## src/rtl/lc_bridge_req_arbiter.sv

```systemverilog
// lc_bridge_req_arbiter
// Round-robin arbiter that shares one LC-side TX port of the LC/bus bridge among
// NUM_REQ layer-controller requesters. Both sides use a 4-phase REQ/ACK handshake.
// The winner's ADDR/DATA are latched at grant and held until the next grant.
module lc_bridge_req_arbiter #(
    parameter int NUM_REQ    = 4,
    parameter int DATA_WIDTH = 32,
    parameter int ADDR_WIDTH = 8
) (
    input  logic                                       CLK,
    input  logic                                       RESET,
    input  logic [NUM_REQ-1:0]                         REQ_IN,
    input  logic [NUM_REQ*ADDR_WIDTH-1:0]              ADDR_IN,
    input  logic [NUM_REQ*DATA_WIDTH-1:0]              DATA_IN,
    output logic [NUM_REQ-1:0]                         ACK_OUT,
    output logic [ADDR_WIDTH-1:0]                      ADDR_TO_BRIDGE,
    output logic [DATA_WIDTH-1:0]                      DATA_TO_BRIDGE,
    output logic                                       REQ_TO_BRIDGE,
    input  logic                                       ACK_FROM_BRIDGE,
    output logic [((NUM_REQ > 1) ? $clog2(NUM_REQ) : 1)-1:0] GRANT_ID,
    output logic                                       BUSY
);

    localparam int IDW = (NUM_REQ > 1) ? $clog2(NUM_REQ) : 1;

    typedef enum logic [1:0] {
        ST_IDLE  = 2'd0,
        ST_REQ   = 2'd1,
        ST_DRAIN = 2'd2
    } state_t;

    state_t                  state_r;
    logic [IDW-1:0]          ptr_r;
    logic [IDW-1:0]          grant_r;
    logic [ADDR_WIDTH-1:0]   addr_r;
    logic [DATA_WIDTH-1:0]   data_r;
    logic                    req_r;
    logic [NUM_REQ-1:0]      ack_r;
    logic                    busy_r;

    logic [IDW-1:0]          win_s;
    logic                    win_valid_s;
    logic [ADDR_WIDTH-1:0]   sel_addr_s;
    logic [DATA_WIDTH-1:0]   sel_data_s;
    logic                    grant_req_s;
    logic [NUM_REQ-1:0]      ack_onehot_s;
    logic [IDW-1:0]          ptr_next_s;

    // Round-robin scan: first requester found starting at ptr_r, wrapping modulo NUM_REQ.
    always_comb begin : scan_blk
        logic [IDW:0] sum_v;
        logic         bit_v;
        logic         hit_v;
        win_s       = '0;
        win_valid_s = 1'b0;
        sum_v       = '0;
        bit_v       = 1'b0;
        hit_v       = 1'b0;
        for (int k = 0; k < NUM_REQ; k++) begin
            sum_v = {1'b0, ptr_r} + (IDW+1)'(k);
            sum_v = (sum_v >= (IDW+1)'(NUM_REQ)) ? (sum_v - (IDW+1)'(NUM_REQ)) : sum_v;
            bit_v = 1'b0;
            for (int j = 0; j < NUM_REQ; j++) begin
                bit_v = bit_v | ((sum_v == (IDW+1)'(j)) & REQ_IN[j]);
            end
            hit_v       = bit_v & ~win_valid_s;
            win_s       = hit_v ? sum_v[IDW-1:0] : win_s;
            win_valid_s = win_valid_s | hit_v;
        end
    end

    // AND-OR muxes: winner's payload, granted requester's REQ and its one-hot ACK.
    always_comb begin
        sel_addr_s   = '0;
        sel_data_s   = '0;
        grant_req_s  = 1'b0;
        ack_onehot_s = '0;
        for (int i = 0; i < NUM_REQ; i++) begin
            sel_addr_s      = sel_addr_s | ({ADDR_WIDTH{win_s == IDW'(i)}}
                                            & ADDR_IN[i*ADDR_WIDTH +: ADDR_WIDTH]);
            sel_data_s      = sel_data_s | ({DATA_WIDTH{win_s == IDW'(i)}}
                                            & DATA_IN[i*DATA_WIDTH +: DATA_WIDTH]);
            grant_req_s     = grant_req_s | ((grant_r == IDW'(i)) & REQ_IN[i]);
            ack_onehot_s[i] = (grant_r == IDW'(i));
        end
    end

    // Priority pointer moves to the requester just after the last winner.
    always_comb begin
        ptr_next_s = (grant_r == IDW'(NUM_REQ - 1)) ? '0 : (grant_r + IDW'(1));
    end

    // Handshake FSM with all outputs registered; RESET clears everything at once.
    always_ff @(posedge CLK or posedge RESET) begin
        if (RESET) begin
            state_r <= ST_IDLE;
            ptr_r   <= '0;
            grant_r <= '0;
            addr_r  <= '0;
            data_r  <= '0;
            req_r   <= 1'b0;
            ack_r   <= '0;
            busy_r  <= 1'b0;
        end else begin
            case (state_r)
                ST_IDLE: begin
                    // A bridge ACK seen here belongs to nobody and is ignored.
                    if (win_valid_s) begin
                        addr_r  <= sel_addr_s;
                        data_r  <= sel_data_s;
                        grant_r <= win_s;
                        req_r   <= 1'b1;
                        busy_r  <= 1'b1;
                        state_r <= ST_REQ;
                    end
                end
                ST_REQ: begin
                    // No timeout: the bridge is trusted to answer eventually.
                    if (ACK_FROM_BRIDGE) begin
                        req_r   <= 1'b0;
                        ack_r   <= ack_onehot_s;
                        state_r <= ST_DRAIN;
                    end
                end
                ST_DRAIN: begin
                    // Both handshakes must be back to zero before the port is released.
                    if (!ACK_FROM_BRIDGE && !grant_req_s) begin
                        ack_r   <= '0;
                        ptr_r   <= ptr_next_s;
                        busy_r  <= 1'b0;
                        state_r <= ST_IDLE;
                    end
                end
                default: begin
                    req_r   <= 1'b0;
                    ack_r   <= '0;
                    busy_r  <= 1'b0;
                    state_r <= ST_IDLE;
                end
            endcase
        end
    end

    assign ACK_OUT        = ack_r;
    assign ADDR_TO_BRIDGE = addr_r;
    assign DATA_TO_BRIDGE = data_r;
    assign REQ_TO_BRIDGE  = req_r;
    assign GRANT_ID       = grant_r;
    assign BUSY           = busy_r;

endmodule

```

## config.mk

```make
export PLATFORM = sky130hd
export DESIGN_NAME = lc_bridge_req_arbiter
export DESIGN_NICKNAME = d
export VERILOG_FILES = /design/src/rtl/lc_bridge_req_arbiter.sv
export SDC_FILE = /design/constraint.sdc
export NUM_CORES = 1
export LEC_CHECK = 0
export ABC_AREA = 1
export CAP_MARGIN = 30
export CORE_MARGIN = 1
export CORE_UTILIZATION = 40
export DETAILED_ROUTE_END_ITERATION = 7
export GPL_TIMING_DRIVEN = 0
export PLACE_DENSITY = 0.8
export SLEW_MARGIN = 20
export SYNTH_ARGS = -nofsm -noshare
export SYNTH_HDL_FRONTEND = slang
export SYNTH_SLANG_ARGS = --single-unit
```

## constraint.sdc

```tcl
create_clock -name CLK -period 2.56 [get_ports CLK]
set_input_delay 0.512 -clock CLK [delete_from_list [all_inputs] [get_ports CLK]]
set_output_delay 0.512 -clock CLK [all_outputs]
set_load 0.02 [all_outputs]
```

# Yosys cells after proc, flatten, opt, wreduce, memory -nomap -nowiden

Cells that the tools add are included.

Flip-flop bits (word level): 52
Latch bits: 0
Bits in writable memories: 0
ROM bits: 0
Word-level logic and storage cells: 141
Memories: 0

Add/subtract/negate cells: 8
$mul: 0
Div/mod/pow operators: 0
Order comparisons: 4
Eq/ne operators: 23
Shift-type cells: 0
Muxes and demuxes: 21
Bitwise operators: 61
Reduce and logical (&&, ||, !) cells: 16

Operators by type and width:

| kind                                                            | number |
|---|---|
| 32-bit bitwise AND                                              | 4 |
| 32-bit OR                                                       | 3 |
| 8-bit bitwise AND                                               | 4 |
| 3-bit by 2-bit == test with 1-bit output, second input constant | 8 |
| 8-bit OR                                                        | 3 |
| 1-bit bitwise AND                                               | 23 |
| 1-bit OR                                                        | 18 |
| 2-bit 2-to-1 mux                                                | 8 |
| 3-bit by 1-bit == test with 1-bit output, second input constant | 4 |
| 3-bit zero test                                                 | 4 |
| 3-bit 2-to-1 mux                                                | 4 |
| 4-bit case mux with 3 select lines                              | 1 |
| 3-bit AND reduction                                             | 4 |
| 2-bit == test, second input constant                            | 5 |
| 3-bit >= comparator, second input constant                      | 3 |
| 3-bit subtractor, second input constant                         | 3 |
| 4-bit 2-to-1 mux                                                | 2 |
| 2-bit by 2-bit adder with 3-bit output, second input constant   | 2 |
| 2-bit by 1-bit == test with 1-bit output, second input constant | 3 |
| 2-bit zero test                                                 | 3 |
| 2-bit != test, second input constant                            | 3 |
| 1-bit NOT                                                       | 6 |
| 1-bit case mux with 3 select lines                              | 2 |
| 2-bit case mux with 3 select lines                              | 1 |
| other kinds (8)                                                 | 12 |

# Depth between registers and ports, before layout

Word-level depth: 21
Gate-level depth with buffers: 17
Gate-level depth less buffers: 15

# Worst setup path after synthesis

OpenSTA, ideal clock, no wires.

Path type: register to register
Start point: register ptr_r[0]
End point: register data_r[15] (netlist: DATA_TO_BRIDGE[15])
Setup time: 0.118 ns
Arrival: 1.953 ns
Data required time: 2.442 ns
Setup slack: 0.489 ns
Stages on the path, launching flop included: 15
Buffers on the path: 2
Cells stage by stage: dfrtp_1 > inv_1 > ha_1 > nand2_1 > nand2_2 > nor2_8 > nand4_1 > nor2_1 > nor2_4 > buf_8 > buf_12 > nand3_2 > nand3_1 > nor2_1 > nor2_2

Longest elaborated chain between the ends: 21
Elaborated cells between the ends (all ways): 84
Those cells by class: add/sub: 7; order compare: 4; eq/ne: 15; mux: 8; bitwise: 44; reduce/logical: 6

RTL lines:

| what                                                                        | RTL line | source |
|---|---|---|
| from (decl)                                                                 | 33       | `logic [IDW-1:0] ptr_r;` |
| from (signal assigned)                                                      | 129      | `ptr_r <= ptr_next_s;` |
| 2-bit by 1-bit adder with 3-bit output, or another cell as far along        | 60       | `sum_v = {1'b0, ptr_r} + (IDW+1)'(k);` |
| 3-bit subtractor, or another cell as far along                              | 61       | `sum_v = (sum_v >= (IDW+1)'(NUM_REQ)) ? (sum_v - (IDW+1)'(NUM_REQ)) : sum_v;` |
| 3-bit 2-to-1 mux, or another cell as far along                              | 61       |  |
| 3-bit by 1-bit == test with 1-bit output, or another cell as far along      | 64       | `bit_v = bit_v \| ((sum_v == (IDW+1)'(j)) & REQ_IN[j]);` |
| 1-bit bitwise AND or 1-bit OR (tied branches)                               | 64       |  |
| 1-bit OR (2 in a row)                                                       | 64       |  |
| 1-bit OR or 1-bit NOT (tied branches)                                       | 64, 66   |  |
| 1-bit bitwise AND                                                           | 66       | `hit_v = bit_v & ~win_valid_s;` |
| (+2 left out)                                                               | --       |  |
| 1-bit bitwise AND                                                           | 66       |  |
| 1-bit OR                                                                    | 68       | `win_valid_s = win_valid_s \| hit_v;` |
| 1-bit NOT                                                                   | 66       |  |
| 1-bit bitwise AND                                                           | 66       |  |
| 2-bit 2-to-1 mux                                                            | 67       | `win_s = hit_v ? sum_v[IDW-1:0] : win_s;` |
| 2-bit by 1-bit == test with 1-bit output or 2-bit zero test (tied branches) | 81       | `sel_data_s = sel_data_s \| ({DATA_WIDTH{win_s == IDW'(i)}}` |
| 32-bit bitwise AND                                                          | 82       | `& DATA_IN[i*DATA_WIDTH +: DATA_WIDTH]);` |
| 32-bit OR (3 in a row)                                                      | 81       |  |
| to (signal assigned)                                                        | 110      | `data_r <= sel_data_s;` |
| to (decl)                                                                   | 36       | `logic [DATA_WIDTH-1:0] data_r;` |

Several ways; a longest one is shown, not always the timed one.
A chain may end at the register's enable or synchronous reset.

# Worst setup path in the final report

Start point: register ptr_r[0]
End point: register data_r[31] (netlist: DATA_TO_BRIDGE[31])

Same word-level chain as after synthesis.

==> results.md <==
- Data arrives at the worst endpoint at 2.66 ns.
- The critical path in this run is classified as reg2reg.
- The worst slew margin relative to its limit is 55.7%.
- The total grt overflow is 0.
- In the post-synthesis netlist, the cell with the most instances is sky130_fd_sc_hd__nand3_1.
- The number of cells on the critical path is 13.
- In this run the worst setup path terminates at DATA_TO_BRIDGE[31].
- The register bit total from synthesis is 52.
- After clock tree synthesis, the flow added hold-fix buffers numbering 0.
- Clock latency on the worst-skew pair, taken at its later pin, is 0.33 ns.
- The cell family with the largest share of critical-path delay is simple AND/OR/NAND/NOR gates.
- The layer flagged by global routing as most heavily used is met2.
- In this run the biggest area consumer among cell types represents 30.2% of the synthesized area.
- The number of enable flip-flop cells after synthesis is 0.
- The count of input and output buffers is 214.
- The endpoint of the most critical register-to-register path is DATA_TO_BRIDGE[31].
- The tree is rooted in a sky130_fd_sc_hd__clkbuf_8.
- Summing all non-filler instances in the final layout gives an area of 6750 um^2.
- The synthesized area per cell is 7.50 um^2.
- Across all setup checks in the final design, the least slack found is 0.131 ns.
- The first global-routing pass estimated 25,100 um of wire.
- The cell area power density is 1810 nW/um^2.
- The number of placement rows is 37.
- In the synthesized netlist, the cells that appear most often are 134 x sky130_fd_sc_hd__nand3_1, 92 x sky130_fd_sc_hd__nand2_1, 72 x sky130_fd_sc_hd__nor2_1, 62 x sky130_fd_sc_hd__nand3_2, 57 x sky130_fd_sc_hd__nor2_2.
- In the routed design, unresolved DRC markers number 0.
- Of the total power, registers draw 12.7%.
- The first routing iteration left 265 violations.
- The met2 track demand over resource in global routing is 53.4%.
- In the routed layout, each cell is associated on average with a via count of 5.33.
- The clock tree synthesis step divided the H-tree into 2 levels.
- The final worst clock skew is 0.00804 ns.
- The area of the core is 10,400 um^2.
- The number of antenna violations at the first check in global routing was 0.
- The remaining antenna violation count is 0.
- The via count of the first global-routing pass is 5,031.
- The longest clock path from root to sink contains 2 buffers.
- Entering global routing, the biggest net connects 53 pins.
- The largest individual stage delay along the critical path comes from the cell sky130_fd_sc_hd__dfrtp_2.
- The total clock buffers created by CTS is 5.
- The average wire per standard cell is 17.7 um.
- The start of the worst register-to-register path is ptr_r[0].
- In the synthesized netlist the dominant register cell turns out to be sky130_fd_sc_hd__dfrtp_1.
- sky130_fd_sc_hd__dfrtp_1 takes more of the synthesized area than any other cell.
- The critical path goes through inv_1 > ha_1 > nand2_2 > nand2_4 > nor2_8 > nand4_1 > nand2_1 > nand2_2 > clkbuf_4 > nand3_1 > nand3_2 > nor2_2 > nor2_2.
- The fraction of final layout cells with drive strength greater than 1 is 23.7%.
- The largest fanout on the critical path is 10.
- The post-synthesis async set-or-reset flop share is 100%.
- At the pin with the least slew margin, the transition time is 0.665 ns.
- The clock network is responsible for 4.2% of the overall power.
- The logic gate share of total power is 83.1%.
- The total global-route track usage is 29.1%.
- The final-stage net count is 971.
- The first detailed-routing pass took 5 iterations.
- The fraction of the yosys area taken by sequential cells is 30.2%.
- The repair_antennas step left the layout with diodes totalling 0.
- The final period utilization is 94.9%.
- Of the total power, the share spent switching nets is 57.0%.
- The time the final worst path needs with I/O delays and setup is 2.43 ns.
- The beginning of the critical path is ptr_r[0].
- The instance count of the mapped netlist is 575.
- The final number of hold-violating endpoints is 0.
- For this configuration, the core starts out at a cell density of 41.6%.
- The width of the die is 106 um.
- The tightest min-delay check is of the reg2reg type.
- After clock tree synthesis, the clock-pin slew on the worst setup and hold paths is 0.11 ns.
- The number of warnings reported in the yosys synthesis log is 0.
- The upper clock frequency limit is 0.412 GHz.
- The boundary pin count is 215.
- The worst-case IR drop observed on VDD is 1160 uV.
- The count of endpoints failing setup in the final report is 0.
- The number of slew-limit violations in the final report is 0.
- The die area is 11,200 um^2.
- The analysis attributes to cell leakage a power of 0.00290 uW.
- The synthesis-to-finish area growth is 56.6%.
- In this run the power spent charging and discharging nets is 6960 uW.
- Measured in cells, the most critical reg-to-reg path has a length of 13.
- The number of buffers inserted by post-CTS setup repair is 0.
- For this block, the routed nets add up to 16,500 um of wire.
- The worst register-to-register path has a setup slack of 0.13 ns.
- Data on the critical path is required at its endpoint by 2.80 ns.
- The worst hold margin is 0.505 ns.
- At the end of routability-driven placement, the weighted congestion stood at 0.886.
- The flow ran to the end, and the final reports show no timing, DRC or antenna violations.
- Internal power comes to 5260 uW.
- In this run the cell area of the synthesized design comes to 4310 um^2.
- The buffers plus inverters on the worst setup path is 2.
- Ranked by total cell area, the synthesized netlist is headed by sky130_fd_sc_hd__dfrtp_1 30%, sky130_fd_sc_hd__nand3_1 16%, sky130_fd_sc_hd__nand3_2 14%.
- The category of the worst setup path capture point is a flip-flop.
- Timing analysis after detailed placement gives a worst setup slack of -0.340 ns.
- TritonCTS built the clock tree.
- Setup repair after global routing left no endpoint under its margin.
- The count of maximum capacitance violations is 0.
- The total nets after synthesis is 750.
- The detailed placement HPWL is 12,400 um.
- The number of vias in the routed layout is 4,974.
- The largest incremental delay on the critical path is 0.44 ns.
- The instance area after placement is 6630 um^2.
- The met1 layer usage reported by global route is 31.9%.
- The number of fill cells in the layout is 921.
- STA classifies the critical path startpoint as a flip-flop.
- For this run, global-route usage on met3 was measured as 6.74%.
- The number of clock sinks is 52.
- The number of library cell types mapped by synthesis is 25.
- The die is 106 um tall.
routing by layer:
layer | wire length [um] | share of wire, %
met2 | 8370 | 51
met1 | 6010 | 36
met3 | 1560 | 9.4
met5 | 0 | 0
met4 | 552 | 3.3
metrics by stage:
stage	power (uW)	utilization, %	setup TNS, ns	cells
global placement	11300	63.9	-19.75	925
detailed placement	11500	63.9	-9.46	925
finish	12200	65.1	0	933
floorplan	8400	-	0	575
global route	13100	65.1	0	933
CTS	12100	64.8	0	933
state kept, by name (all words and copies together), names as in the netlist:
| register | count |
|---|---|
| REQ_TO_BRIDGE | 1 |
| ptr_r | 2 |
| GRANT_ID | 2 |
| state_r | 2 |
| ADDR_TO_BRIDGE | 8 |
| DATA_TO_BRIDGE | 32 |
| ACK_OUT | 4 |
| BUSY | 1 |
logic make-up after synthesis:
kind of cell	share of synthesized area (%)
and+or+nand+nor	57.4
adders and majority gates	2.32
DFF	30.2
AOI/OAI and AO/OA	1.77
buffers and inverters	8.33
area by class of cell:
| type | instances | area [um^2] | share of cell area, % |
|---|---|---|---|
| clock inverter | 3 | 23.8 | 0.352 |
| clock buffer | 5 | 68.8 | 1.02 |
| inverter | 20 | 80.1 | 1.19 |
| multi-input combinational | 464 | 2650 | 39.3 |
| tap | 136 | 170 | 2.52 |
| timing repair buffer | 214 | 2140 | 31.7 |
| buffer | 39 | 312 | 4.62 |
| sequential | 52 | 1300 | 19.3 |
power groups by stage:
stage | Sequential, uW | Combinational (uW) | Clock [uW]
floorplan | 1990 | 6400 | 0
global placement | 1540 | 9740 | 0
detailed placement | 1560 | 9970 | 0
CTS | 1540 | 10000 | 510
global route | 1600 | 10900 | 537
finish | 1550 | 10200 | 512
placed cells by master (no fill, tap or decap), types with 3 or more instances in the layout:
| cell type | synthesis | layout |
|---|---|---|
| sky130_fd_sc_hd__clkdlybuf4s50_1 | 0 | 214 |
| sky130_fd_sc_hd__nand3_1 | 134 | 134 |
| sky130_fd_sc_hd__nand2_1 | 92 | 92 |
| sky130_fd_sc_hd__nor2_1 | 72 | 72 |
| sky130_fd_sc_hd__nand3_2 | 62 | 62 |
| sky130_fd_sc_hd__nor2_2 | 57 | 57 |
| sky130_fd_sc_hd__dfrtp_1 | 52 | 51 |
| sky130_fd_sc_hd__inv_1 | 17 | 16 |
| sky130_fd_sc_hd__buf_2 | 20 | 15 |
| sky130_fd_sc_hd__o21ai_0 | 11 | 11 |
| sky130_fd_sc_hd__nand2_2 | 8 | 8 |
| sky130_fd_sc_hd__ha_1 | 8 | 8 |
| sky130_fd_sc_hd__clkbuf_2 | 0 | 6 |
| sky130_fd_sc_hd__clkbuf_4 | 0 | 6 |
| sky130_fd_sc_hd__nor2_4 | 5 | 5 |
| sky130_fd_sc_hd__clkbuf_8 | 0 | 5 |
| sky130_fd_sc_hd__nand4_1 | 4 | 4 |
| sky130_fd_sc_hd__nand2_4 | 4 | 4 |
| sky130_fd_sc_hd__buf_4 | 3 | 4 |
| sky130_fd_sc_hd__buf_8 | 4 | 4 |
| sky130_fd_sc_hd__nor3_1 | 3 | 3 |
| sky130_fd_sc_hd__buf_12 | 3 | 3 |
how the worst min path moves through the flow:
| stage | endpoint | start | depth (start not counted) |
|---|---|---|---|
| 2_1_floorplan | ACK_OUT[0] | state_r[1] | 3 |
| 3_3_place_gp | ACK_OUT[2] | ACK_OUT[2] | 2 |
| 3_5_place_dp | BUSY | BUSY | 2 |
| 4_1_cts | BUSY | BUSY | 2 |
| 5_1_grt | DATA_TO_BRIDGE[2] | DATA_TO_BRIDGE[2] | 2 |
| 6_report | BUSY | BUSY | 2 |
timing repair:
action | CTS | global route
pin swaps | 0 | 0
endpoints found under the setup margin | 20 | 41
gates resized for setup | 4 | 20
cloned | 0 | 0
tightest hold or removal path, stage by stage, from the launching register on:
cell and delay (ns):
sky130_fd_sc_hd__dfrtp_1 0.35, sky130_fd_sc_hd__o21ai_0 0.08, sky130_fd_sc_hd__nand2_1 0.05
No activity file was read; power rests on OpenSTA's default activity.
